--- config.mk ---
export PLATFORM = sky130hd
export DESIGN_NAME = sums_lane_streamer
export DESIGN_NICKNAME = d
export VERILOG_FILES = /design/src/rtl/sums_lane_streamer.sv
export SDC_FILE = /design/constraint.sdc
export NUM_CORES = 1
export LEC_CHECK = 0
export CORE_AREA = 10 10 321 323
export DETAILED_ROUTE_END_ITERATION = 12
export DIE_AREA = 0 0 331 333
export PLACE_DENSITY = 0.49
export SETUP_SLACK_MARGIN = 0.5
export SLEW_MARGIN = 15
export SYNTH_ARGS = -nofsm -noshare
export SYNTH_HDL_FRONTEND = slang
export SYNTH_SLANG_ARGS = --single-unit
export TNS_END_PERCENT = 10
--- constraint.sdc ---
create_clock -name clk -period 4.4 [get_ports clk]
set_input_delay 0.44 -clock clk [delete_from_list [all_inputs] [get_ports clk]]
set_output_delay 0.44 -clock clk [all_outputs]
set_load 0.005 [all_outputs]
--- src/rtl/sums_lane_streamer.sv ---
// rtl/sums_lane_streamer.sv - snapshots a wide accumulator sums bus and streams its rescaled lanes
// Optional saturation on narrowing: define SUMS_STREAM_SAT_EN (default build truncates).
module sums_lane_streamer #(
  parameter int LANES      = 18,
  parameter int LANE_BITS  = 44,
  parameter int OUT_BITS   = 16,
  parameter int FRAC_SHIFT = 12,
  localparam int IDX_W     = (LANES > 1) ? $clog2(LANES) : 1
) (
  input  logic                       clk,
  input  logic                       rst_n,
  input  logic [LANES*LANE_BITS-1:0] sums_in,
  input  logic                       sums_valid,
  output logic                       sums_ready,
  output logic [OUT_BITS-1:0]        m_data,
  output logic [IDX_W-1:0]           m_index,
  output logic                       m_last,
  output logic                       m_valid,
  input  logic                       m_ready,
  output logic                       sat_flag,
  output logic [15:0]                drop_cnt
);

  typedef enum logic {IDLE, STREAM} state_t;

  state_t                     state, state_next;
  logic [LANES*LANE_BITS-1:0] snapshot;
  logic                       capture;
  logic                       advance;
  logic [IDX_W-1:0]           next_idx;
  logic [LANE_BITS-1:0]       lane_src;
  logic [OUT_BITS-1:0]        lane_out;

  always_ff @(posedge clk or negedge rst_n) begin
    if (!rst_n) state <= IDLE;
    else        state <= state_next;
  end

  always_comb begin
    state_next = state;
    capture    = 1'b0;
    advance    = 1'b0;
    sums_ready = 1'b0;
    m_valid    = 1'b0;
    case (state)
      IDLE: begin
        sums_ready = 1'b1;
        if (sums_valid) begin
          capture    = 1'b1;
          state_next = STREAM;
        end
      end
      STREAM: begin
        m_valid = 1'b1;
        if (m_ready) begin
          if (m_last) state_next = IDLE;
          else        advance    = 1'b1;
        end
      end
      default: state_next = IDLE;
    endcase
  end

  assign next_idx = m_index + IDX_W'(1);

  // Lane 0 comes straight from the bus on capture; later lanes from the snapshot.
  always_comb begin
    lane_src = sums_in[LANE_BITS-1:0];
    if (!capture) begin
      for (int k = 0; k < LANES; k++) begin
        if (next_idx == IDX_W'(k)) lane_src = snapshot[k*LANE_BITS +: LANE_BITS];
      end
    end
  end

`ifdef SUMS_STREAM_SAT_EN
  logic signed [LANE_BITS-1:0]  shifted;
  logic [LANE_BITS-OUT_BITS:0]  upper;
  logic                         lane_sat;

  // The value fits only if every bit from the output sign bit upward agrees.
  always_comb begin
    shifted  = $signed(lane_src) >>> FRAC_SHIFT;
    upper    = shifted[LANE_BITS-1:OUT_BITS-1];
    lane_sat = !((&upper) || !(|upper));
    if (!lane_sat)                lane_out = shifted[OUT_BITS-1:0];
    else if (shifted[LANE_BITS-1]) lane_out = {1'b1, {(OUT_BITS-1){1'b0}}};
    else                          lane_out = {1'b0, {(OUT_BITS-1){1'b1}}};
  end

  always_ff @(posedge clk or negedge rst_n) begin
    if (!rst_n)       sat_flag <= 1'b0;
    else if (capture) sat_flag <= lane_sat;
    else if (advance) sat_flag <= sat_flag | lane_sat;
  end
`else
  assign lane_out = OUT_BITS'($signed(lane_src) >>> FRAC_SHIFT);
  assign sat_flag = 1'b0;
`endif

  always_ff @(posedge clk or negedge rst_n) begin
    if (!rst_n) begin
      snapshot <= '0;
      m_data   <= '0;
      m_index  <= '0;
      m_last   <= 1'b0;
    end else if (capture) begin
      snapshot <= sums_in;
      m_data   <= lane_out;
      m_index  <= '0;
      m_last   <= (LANES == 1);
    end else if (advance) begin
      m_data   <= lane_out;
      m_index  <= next_idx;
      m_last   <= (next_idx == IDX_W'(LANES - 1));
    end
  end

  // Pulses arriving while a bus is still streaming are lost; count them.
  always_ff @(posedge clk or negedge rst_n) begin
    if (!rst_n)
      drop_cnt <= '0;
    else if (sums_valid && (state == STREAM) && (drop_cnt != 16'hFFFF))
      drop_cnt <= drop_cnt + 16'd1;
  end

endmodule
* Word level (Yosys, flattened, before mapping)
Index checks and enable logic that the tools add are counted.
** Storage, ports and cells
- Logic and storage cells :: 65
- Output and inout bits :: 41
- Input port bits :: 796
- Register bits :: 815
** Cells by class
- Muxes and demuxes :: 34
- Eq/ne operators :: 18
- Reduce and logical (&&, ||, !) cells :: 4
- $add $sub $neg :: 2
- Bitwise operators :: 1
** Operators with widths (count)
- $mux W28 :: 19
- $eq A5 B4 Y1 const B :: 8
- $mux W16 :: 2
- $eq A5 B3 Y1 const B :: 4
- $add A16 B1 Y16 const B :: 1
- $ne A16 B16 Y1 const B :: 1
- $eq A5 B2 Y1 const B :: 2
- $eq A5 B5 Y1 const B :: 2
- $mux W1 :: 10
- $mux W5 :: 2
- $add A5 B1 Y5 const B :: 1
- $eq A5 B1 Y1 const B :: 1
- $logic_not A5 Y1 :: 1
- $logic_and A1 B1 Y1 :: 2
- $pmux W1 S2 :: 1
- $reduce_bool A2 Y1 :: 1
- $not A1 Y1 :: 1

* Depth between registers and ports, before layout
Gate-level depths: netlist of run 1.
- Word-level depth :: 23
- Gate-level depth with buffers :: 12
- Gate-level depth less buffers :: 9

* Least setup slack after synthesis of run 1
OpenSTA, ideal clock, no wires.
- Path kind :: register to register
- Start :: reg m_index[0]
- End :: reg m_data[10]
- Period minus slack after synthesis :: 2.753 ns
- Path buffers :: 0
- Setup time :: 0.135 ns
- Data required time :: 4.265 ns
- Setup slack :: 1.647 ns
- Stages on the path, launching flop included :: 9
- Data arrival time :: 2.618 ns
- Cells stage by stage :: dfrtp_1 ha_1 or2_1 a21boi_2 o32a_1 or4_1 a311o_1 a2111oi_2 o31ai_1
** On the way
- Word-level cells in the longest chain between the ends :: 23
- Elaborated cells between the ends (all ways) :: 40
- Classes of those cells :: add/sub (1); eq/ne (17); mux (21); reduce/logical (1)
** Ends and longest elaborated chain
- from (decl) :: RTL line 16 : output logic [IDX_W-1:0] m_index,
- from (signal assigned) :: RTL line 114 : m_index <= next_idx;
- $add A5 B1 Y5 (*) :: RTL line 64 : assign next_idx = m_index + IDX_W'(1);
- $logic_not A5 Y1 :: RTL line 71 : if (next_idx == IDX_W'(k)) lane_src = snapshot[k*LANE_BITS +: LANE_BITS];
- $mux W28 (17 in series) :: RTL line 71
- $mux W28 (*) :: RTL line 71
- $mux W28 (*) :: RTL line 69 : if (!capture) begin
- $mux W16 :: RTL line 112 : end else if (advance) begin
- $mux W16 (*) :: RTL line 107 : end else if (capture) begin
- to (signal assigned) :: RTL line 109 : m_data <= lane_out;
- to (signal assigned) :: RTL line 113 : m_data <= lane_out;
- to (decl) :: RTL line 15 : output logic [OUT_BITS-1:0] m_data,
Mark *: on every way between the ends. The rest lies on a longest branch, timed or not. The select of a mux whose other input is x is not followed.
A chain may end at the register's enable or synchronous reset.

* Final worst setup path of run 1
- Start :: reg m_index[1]
- End :: reg m_data[12]
Same word-level chain as after synthesis.

==> results, run 1 <==
- The first-pass iteration count of the detailed router is 7.
- In the layout the commonest cells are sky130_fd_sc_hd__nand2_1, sky130_fd_sc_hd__clkdlybuf4s50_1, sky130_fd_sc_hd__dfrtp_1, sky130_fd_sc_hd__a21oi_1, sky130_fd_sc_hd__o21ai_0.
- Fill cells in the final layout number roughly 11000.
- The arrival time of data at the critical path endpoint is between 4 and 5 ns.
- The highest metal layer carrying signal wires in the routed design is met5.
- The flow ran to the end, and the final reports show no timing, DRC or antenna violations.
- Using the TritonRoute via totals, the vias-per-cell ratio works out to around 4.6.
- The area growth from synthesis to final layout is 39.3%.
- 0 antenna diodes ended up in the layout.
- The leakage power is around 0.010 uW.
- The worst path uses 87.0% of the clock period.
- The critical path endpoint category is a register.
- The detailed-route DRC error count is 0.
- The die span in x is 331 um.
- The root buffer selected by CTS is sky130_fd_sc_hd__clkbuf_16.
- For this run, the register share of the synthesized area comes to 49.8%.
- The cell with the largest stage delay on the worst path is sky130_fd_sc_hd__o311ai_0.
- Overall power consumption after layout is estimated at between 15000 and 20000 uW.
- Counting every instance in the synthesized netlist gives 2043.
- For the worst setup path, the data required time is between 4 and 5 ns.
- The floorplan step defined a die boundary enclosing 110000 um^2.
- The count of H-tree levels built during CTS is 2.
- The library cell used most frequently in the layout, excluding fill and tap cells, is sky130_fd_sc_hd__nand2_1.
- The final layout contains between 3000 and 4000 nets.
- The measured slew at the worst slew-check pin is 0.983 ns.
- between 800 and 900 I/O pins were placed.
- The met3 routed wirelength is 7.53 mm.
- The initial antenna violation count is 15.
- Summed over all failing endpoints, the final setup total negative slack is 0 ns.
- The DRC violation total after the first TritonRoute iteration is 1948.
- The number of library cell types mapped by synthesis is 71.
- The final hold violation count was 0.
- Global routing used 16.0% of the available tracks across all layers.
- The largest fanout on the critical path is 14.
- The number of synthesis warnings is 0.
- The average size of a mapped cell is around 8 um^2.
- The final routed wirelength across all metal layers is slightly above 90 mm.
- The smallest clock period supported by the final layout is computed as 3.83 ns.
- Traced cell by cell, the critical path runs through ha_1, nand3_2, xor2_4, nand2_1, buf_4, o311ai_0, a21oi_1, o211ai_1, a31oi_1.
- STA classifies the critical path startpoint as a register.
- The timing-limited maximum frequency is 0.261 GHz.
- The largest vdd supply drop is ~0.00027 V.
- The number of buffers added by the clock tree synthesis step is a little over 40.
- The number of setup violations in the final report is 0.
- After detailed routing, the wire length on met1 is 39.7 mm.
- The total placed cells including tap cells is 3584.
- Across all layers, the routed design uses 16800 vias.
- In this run the tightest slew margin relative to its limit is 34.1%.
- The mapped cell area is 16400 um^2.
- The biggest cell delay along the critical path is 0.67 ns.
- The final core area utilization is 23.8%.
- For this configuration, the core starts out at a cell density of between 15 and 20%.
- The synthesized design contains 327 register bits.
- The clock passes through at most 3 buffers.
- The number of synthesized flops with an enable pin is 0.
- The clock arrives with 0.0280 ns of skew.
- The count of nets left with antenna violations once routing finished came out at 0.
- Setup repair after global routing could not meet its margin everywhere.
- The total overflow left after global routing is 0.
- The total clock sinks is roughly 330.
- At the end of routability-driven placement, the weighted congestion stood at 0.946.
- The number of max-slew violations in the final report is 0.
- The share of synthesized registers carrying an async set or reset is between 90% and 100%.
- The length of routed met2 wiring is roughly 41 mm.
- The clock transition at the registers of the reported paths is 0.07 ns.
- The path class of the lowest-slack min-delay path is input pin to register.
- The tool flagged a number of max-cap violations equal to 0.
- Cells with a size suffix above 1 make up 7.22% of the layout.
- For this run, the leading register cell type out of synthesis is sky130_fd_sc_hd__dfrtp_1.
- The clock insertion delay at the later pin of the skew report is 0.58 ns.
- The number of nets produced by synthesis is 2845.
- The worst-case register-to-register setup slack is 0.57 ns.
- The core region area is 96300 um^2.
- Dividing total power by cell area gives a power density of 743 nW/um^2.
- The floorplan die height is 333 um.
- The number of global-route vias before repair is 16600.
- The first global-routing pass estimated between 100 and 150 mm of wire.
- The final instance count without filler cells is 3659.
- The detailed-route wire length per cell is 25.0 um.
- The critical path is of the register to register type.
- The floorplan has 114 rows.
- After legalization and detailed placement, the total HPWL measured roughly 70 mm.
- Entering global routing, the biggest net connects between 100 and 150 pins.
- The TritonCTS clock tree is yes.
- Port buffering added 331 buffers.
## state kept, by name, indices dropped and copies added, names as in the netlist
signal    cells
snapshot    288
drop_cnt     16
m_data       16
m_index       5
m_last        1
state         1
## power by group
group          leakage (uW)  switching, uW  internal, uW
Combinational       0.00559           4710          2730
Sequential          0.00412           1590          4460
Clock              0.000671           1470          2050
Total                0.0104           7760          9230
## per-stage QoR
step / setup slack, ns / hold WS [ns] / instance area, um^2
after floorplan: 1.65 / 0.144 / 16400
after detailed placement: 0.487 / 0.462 / 21500
after global placement: 0.478 / 0.461 / 21500
after global routing: 0.458 / 0.389 / 22900
final: 0.573 / 0.387 / 22900
after CTS: 0.728 / 0.354 / 22900
## Yosys cell counts, drive strengths merged, types with 9 or more instances
cell | count | area, um^2
nand2 | 914 | 3430
dfrtp | 327 | 8180
clkbuf | 110 | 413
o21ai | 84 | 420
a21oi | 82 | 410
nor2 | 64 | 240
o22ai | 51 | 319
nand3 | 35 | 180
buf | 32 | 143
nor3 | 28 | 140
a221oi | 21 | 184
a22oi | 19 | 143
and3 | 15 | 93.8
o211ai | 15 | 113
o221ai | 14 | 123
a211oi | 13 | 97.6
a21o | 13 | 97.6
a221o | 12 | 120
inv | 12 | 45.0
mux2i | 12 | 120
a22o | 10 | 87.6
o21a | 9 | 67.6
xnor2 | 9 | 86.3
## worst max-delay path: cells and delay by family, from the launching register on
family / cells / cell delay, ns
AO/OA/AOI/OAI: 4 / 1.12
XOR/XNOR: 1 / 0.54
adder cells (fa/ha/maj): 1 / 0.40
buffers and inverters: 1 / 0.35
flip-flops: 1 / 0.55
AND/OR/NAND/NOR: 2 / 0.72
## repair_timing
action | in CTS | in global routing
endpoints found under the setup margin | 1 | 2
gates resized for setup | 1 | 1
hold endpoints to repair | 91 | 0
buffers inserted | 0 | 0
hold buffers | 1 | 0
## final cells by class
cell class | count | area [um^2] | area share, %
clock buffer | 50 | 1110 | 4.86
clock inverter | 24 | 255 | 1.12
inverter | 14 | 52.6 | 0.230
multi-input combinational | 1560 | 7690 | 33.6
sequential | 327 | 8180 | 35.8
tap | 1276 | 1600 | 6.98
timing repair buffer | 408 | 3990 | 17.4
## logic make-up after synthesis
logic type,Yosys count,synth area share [%]
flip-flops,327,49.8
AND/OR/NAND/NOR,1107,26.9
AO/OA/AOI/OAI,414,17.2
multiplexers,16,1.01
adder cells (fa/ha/maj),6,0.457
buffers and inverters,156,3.70
other,1,0.0228
XOR/XNOR,16,0.899
## metal layers
metal	global-route usage (%)	up-vias
li1	-	7559
met1	21.7	8186
met2	24.9	852
met3	3.53	169
met4	5.30	24
met5	0	-
## worst paths after layout
path / to / cells after the start / start
worst max register to register: m_data[12] / 9 / m_index[1]
worst min register to register: snapshot[324] / 2 / snapshot[324]
min in group asynchronous: snapshot[144] / 2 / rst_n
worst max-delay path: m_data[12] / 9 / m_index[1]
max in group asynchronous: snapshot[632] / 3 / rst_n
worst min-delay path: snapshot[418] / 3 / sums_in[418]
No activity file was read; power rests on OpenSTA's default activity.
==> run 2: changes to the inputs <==
--- a/config.mk
+++ b/config.mk
@@ -8,7 +8,8 @@
 export CORE_AREA = 10 10 321 323
 export DETAILED_ROUTE_END_ITERATION = 12
 export DIE_AREA = 0 0 331 333
-export PLACE_DENSITY = 0.49
+export GPL_TIMING_DRIVEN = 0
+export PLACE_DENSITY = 0.41
 export SETUP_SLACK_MARGIN = 0.5
 export SLEW_MARGIN = 15
 export SYNTH_ARGS = -nofsm -noshare
==> run 2 against run 1 <==
- count of clock-buffer cells in the layout is 8 higher
- global-route usage increased by 2.4 points
- clock power shrank 2%
- cell area is 0.12% lower
==> results, run 2 (synthesis results as in run 1) <==
- The number of vias in the routed layout is 17100 (+2.1%).
- The number of flip-flops in the largest register is 288 (unchanged).
- The final hold violation count came to 0 (unchanged).
- The placed instance area came to 21400 um^2 (-0.24%).
- The leakage power is 0.0103 uW (-1.2%).
- The number of max-slew violations in the final report came to 0 (unchanged).
- The instance count along the most critical hold path is 3 (unchanged).
- The number of setup violations in the final report is 0 (unchanged).
- The run finished with clean final reports.
- The number of rows created at floorplan is 114 (unchanged).
- The global-route wire length before repair is 143 mm (+12%).
- The power density normalized to cell area is 762 nW/um^2 (+2.5%).
- The DRC violation total after the first TritonRoute iteration came to 1706 (-12%).
- The largest registers in the layout are snapshot: 288 flops, drop_cnt: 16 flops, m_data: 16 flops.
- The detailed-route DRC error count is 0 (unchanged).
- The critical path class is register to register.
- The all-layer global routing usage is 18.5% (+2.4 points).
- The fill cell total of the finished layout is 10700 (+0.41%).
- The timing-limited maximum frequency is 0.253 GHz (-3.2%).
- After detailed routing, no signal wire sits above met5.
- The first-pass iteration count of the detailed router is 5 (-2).
- TritonCTS built the clock tree.
- The met3 routed wirelength is 7.76 mm (+3.0%).
- The initial antenna violation count is 9 (-6).
- The part of the cycle the worst path needs is 89.9% (+2.9 points).
- The maximum clock insertion buffer count is 3 (unchanged).
- The final clock skew is 0.0254 ns (-0.00259 ns).
- The number of nets with antenna violations after detailed routing came to 0 (unchanged).
- The boundary pin count is 837 (unchanged).
- The count of H-tree levels built during CTS is 2 (unchanged).
- The number of cells traversed by the worst register-to-register path is 9 (unchanged).
- STA classifies the critical path startpoint as a register.
- The final routed wirelength across all metal layers is 105 mm (+15%).
- The relative slew slack was 20.4% (-14 points).
- The floorplan die height is 333 um (unchanged).
- Setup repair after global routing could not meet its margin everywhere.
- The critical path endpoint category is a register.
- The die span in x is 331 um (unchanged).
- The largest fanout on the critical path is 10 (-4).
- The final critical-path required period is 3.95 ns (+0.128 ns).
- The measured slew at the worst slew-check pin was 1.19 ns (+0.211 ns).
- The last weighted congestion value of the routability-driven placer came to 0.970 (+2.6%).
- The sum of routed wire segments on met1 is 46.1 mm (+16%).
- The post-detailed-route via-to-cell ratio is 4.60 (+0.15%).
- The clock insertion delay at the later pin of the skew report came to 0.58 ns (about the same).
- The effective utilization at floorplan was 17.1% (unchanged).
- The total of max-cap violations was 0 (unchanged).
- The core region area was 96300 um^2 (unchanged).
- The clock transition at the registers of the reported paths is 0.07 ns (about the same).
- The tree is rooted in a sky130_fd_sc_hd__clkbuf_16.
- The number of I/O port buffers came to 330 (-0.30%).
- The number of buffers added by the clock tree synthesis step was 42 (+2.4%).
- The length of routed met2 wiring is 47.8 mm (+17%).
- In this run the most critical hold path is launched from sums_in[146].
- The detailed-route wire length per cell came to 28.2 um (+13%).
- The area growth from synthesis to final layout is 39.2%.
- The post-placement worst setup slack is 0.0816 ns (-0.406 ns).
- The number of global-route vias before repair was 17500 (+5.4%).
- The aggregate global routing overflow is 0 (unchanged).
- The top cell types in the final layout, fill and taps aside, are sky130_fd_sc_hd__nand2_1, sky130_fd_sc_hd__clkdlybuf4s50_1, sky130_fd_sc_hd__dfrtp_1, sky130_fd_sc_hd__clkbuf_1, sky130_fd_sc_hd__a21oi_1.
- The worst-case register-to-register setup slack is 0.45 ns (-0.13 ns).
- The final instance count without filler cells is 3730 (+1.9%).
- The full die area is 110000 um^2 (unchanged).
- The arrival time of data at the critical path endpoint is 4.32 ns (+0.04 ns).
- The maximum number of pins on one net before global-route repair is 95 (-17%).
- The proportion of layout cells with a drive suffix above 1 was 5.51% (-1.7 points).
- The number of nets in the final layout is 3224 (+2.2%).
- snapshot holds more flip-flops than any other register.
- The largest vdd supply drop came to 0.000288 V (+5.2%).
- The total placed cells including tap cells is 3653 (+1.9%).
- Leaving out fill and tap cells, the most frequent cell in the layout is sky130_fd_sc_hd__nand2_1.
- The path class of the lowest-slack min-delay path is input pin to register.
- The worst hold slack is 0.383 ns (-0.00361 ns).
- For hold timing, the worst endpoint is snapshot[146].
- The startpoint of the worst-slack reg-to-reg timing path is m_index[0].
- The final critical-path setup slack is 0.446 ns (-0.128 ns).
- The endpoint of the most critical register-to-register path is m_data[6].
- The total clock sinks came to 327 (unchanged).
- The final cell area excluding filler cells is 22800 um^2 (-0.12%).
- The data required time at the worst endpoint is 4.77 ns (-0.08 ns).
- The HPWL after detailed placement is 83.8 mm (+17%).
## run 2: cell type report
class                   count  area (um^2)  share of cell area [%]
clock inverters            16          121                   0.531
multi-input cells        1560         7690                    33.7
clock buffers              58         1210                    5.31
diodes                      2         5.00                  0.0219
plain buffers             142          577                    2.52
well taps                1276         1600                    6.99
inverters                  14         52.6                   0.230
repair buffers            335         3410                    14.9
flip-flops and latches    327         8180                    35.8
## run 2: worst max path at each step
stage	from	to	cells past startpoint
after floorplan	m_index[0]	m_data[10]	8
final	m_index[0]	m_data[6]	9
after CTS	m_index[0]	m_data[0]	9
after detailed placement	m_index[0]	m_data[6]	9
after global routing	m_index[0]	m_data[13]	10
after global placement	rst_n	drop_cnt[3]	1
## run 2: worst max-delay path, cell delays in order, from the launching register on
cell,delay [ns]
sky130_fd_sc_hd__dfrtp_1,0.50
sky130_fd_sc_hd__ha_1,0.37
sky130_fd_sc_hd__nand3_2,0.24
sky130_fd_sc_hd__xor2_2,0.27
sky130_fd_sc_hd__nand2_1,0.13
sky130_fd_sc_hd__clkbuf_1,0.58
sky130_fd_sc_hd__nor2_1,0.29
sky130_fd_sc_hd__a32o_1,0.38
sky130_fd_sc_hd__a2111oi_2,0.62
sky130_fd_sc_hd__o221ai_1,0.36
## run 2: routing by layer
metal	vias up	GRT usage (%)
met5	-	0
li1	7694	-
met1	8524	24.7
met2	756	29.5
met4	12	5.55
met3	155	3.81
## run 2: what timing repair did
action	CTS	global route
buffers inserted	0	0
resized for setup	7	28
hold buffers	1	0
endpoints found under the hold margin	54	0
setup endpoints to repair	13	16
## run 2: power breakdown
group / switching [uW] / total, uW / internal [uW]
clock: 1460 / 3440 / 1980
combinational: 5230 / 7780 / 2550
sequential: 1730 / 6180 / 4460
## run 2: stage by stage
stage | power (uW) | TNS, ns | util, %
after global placement | 13600 | -4263.99 | 22.1
after detailed placement | 13700 | 0 | 22.3
after CTS | 17200 | 0 | 23.7
after floorplan | 9250 | 0 | -
final | 17400 | 0 | 23.7
after global routing | 18100 | 0 | 23.7
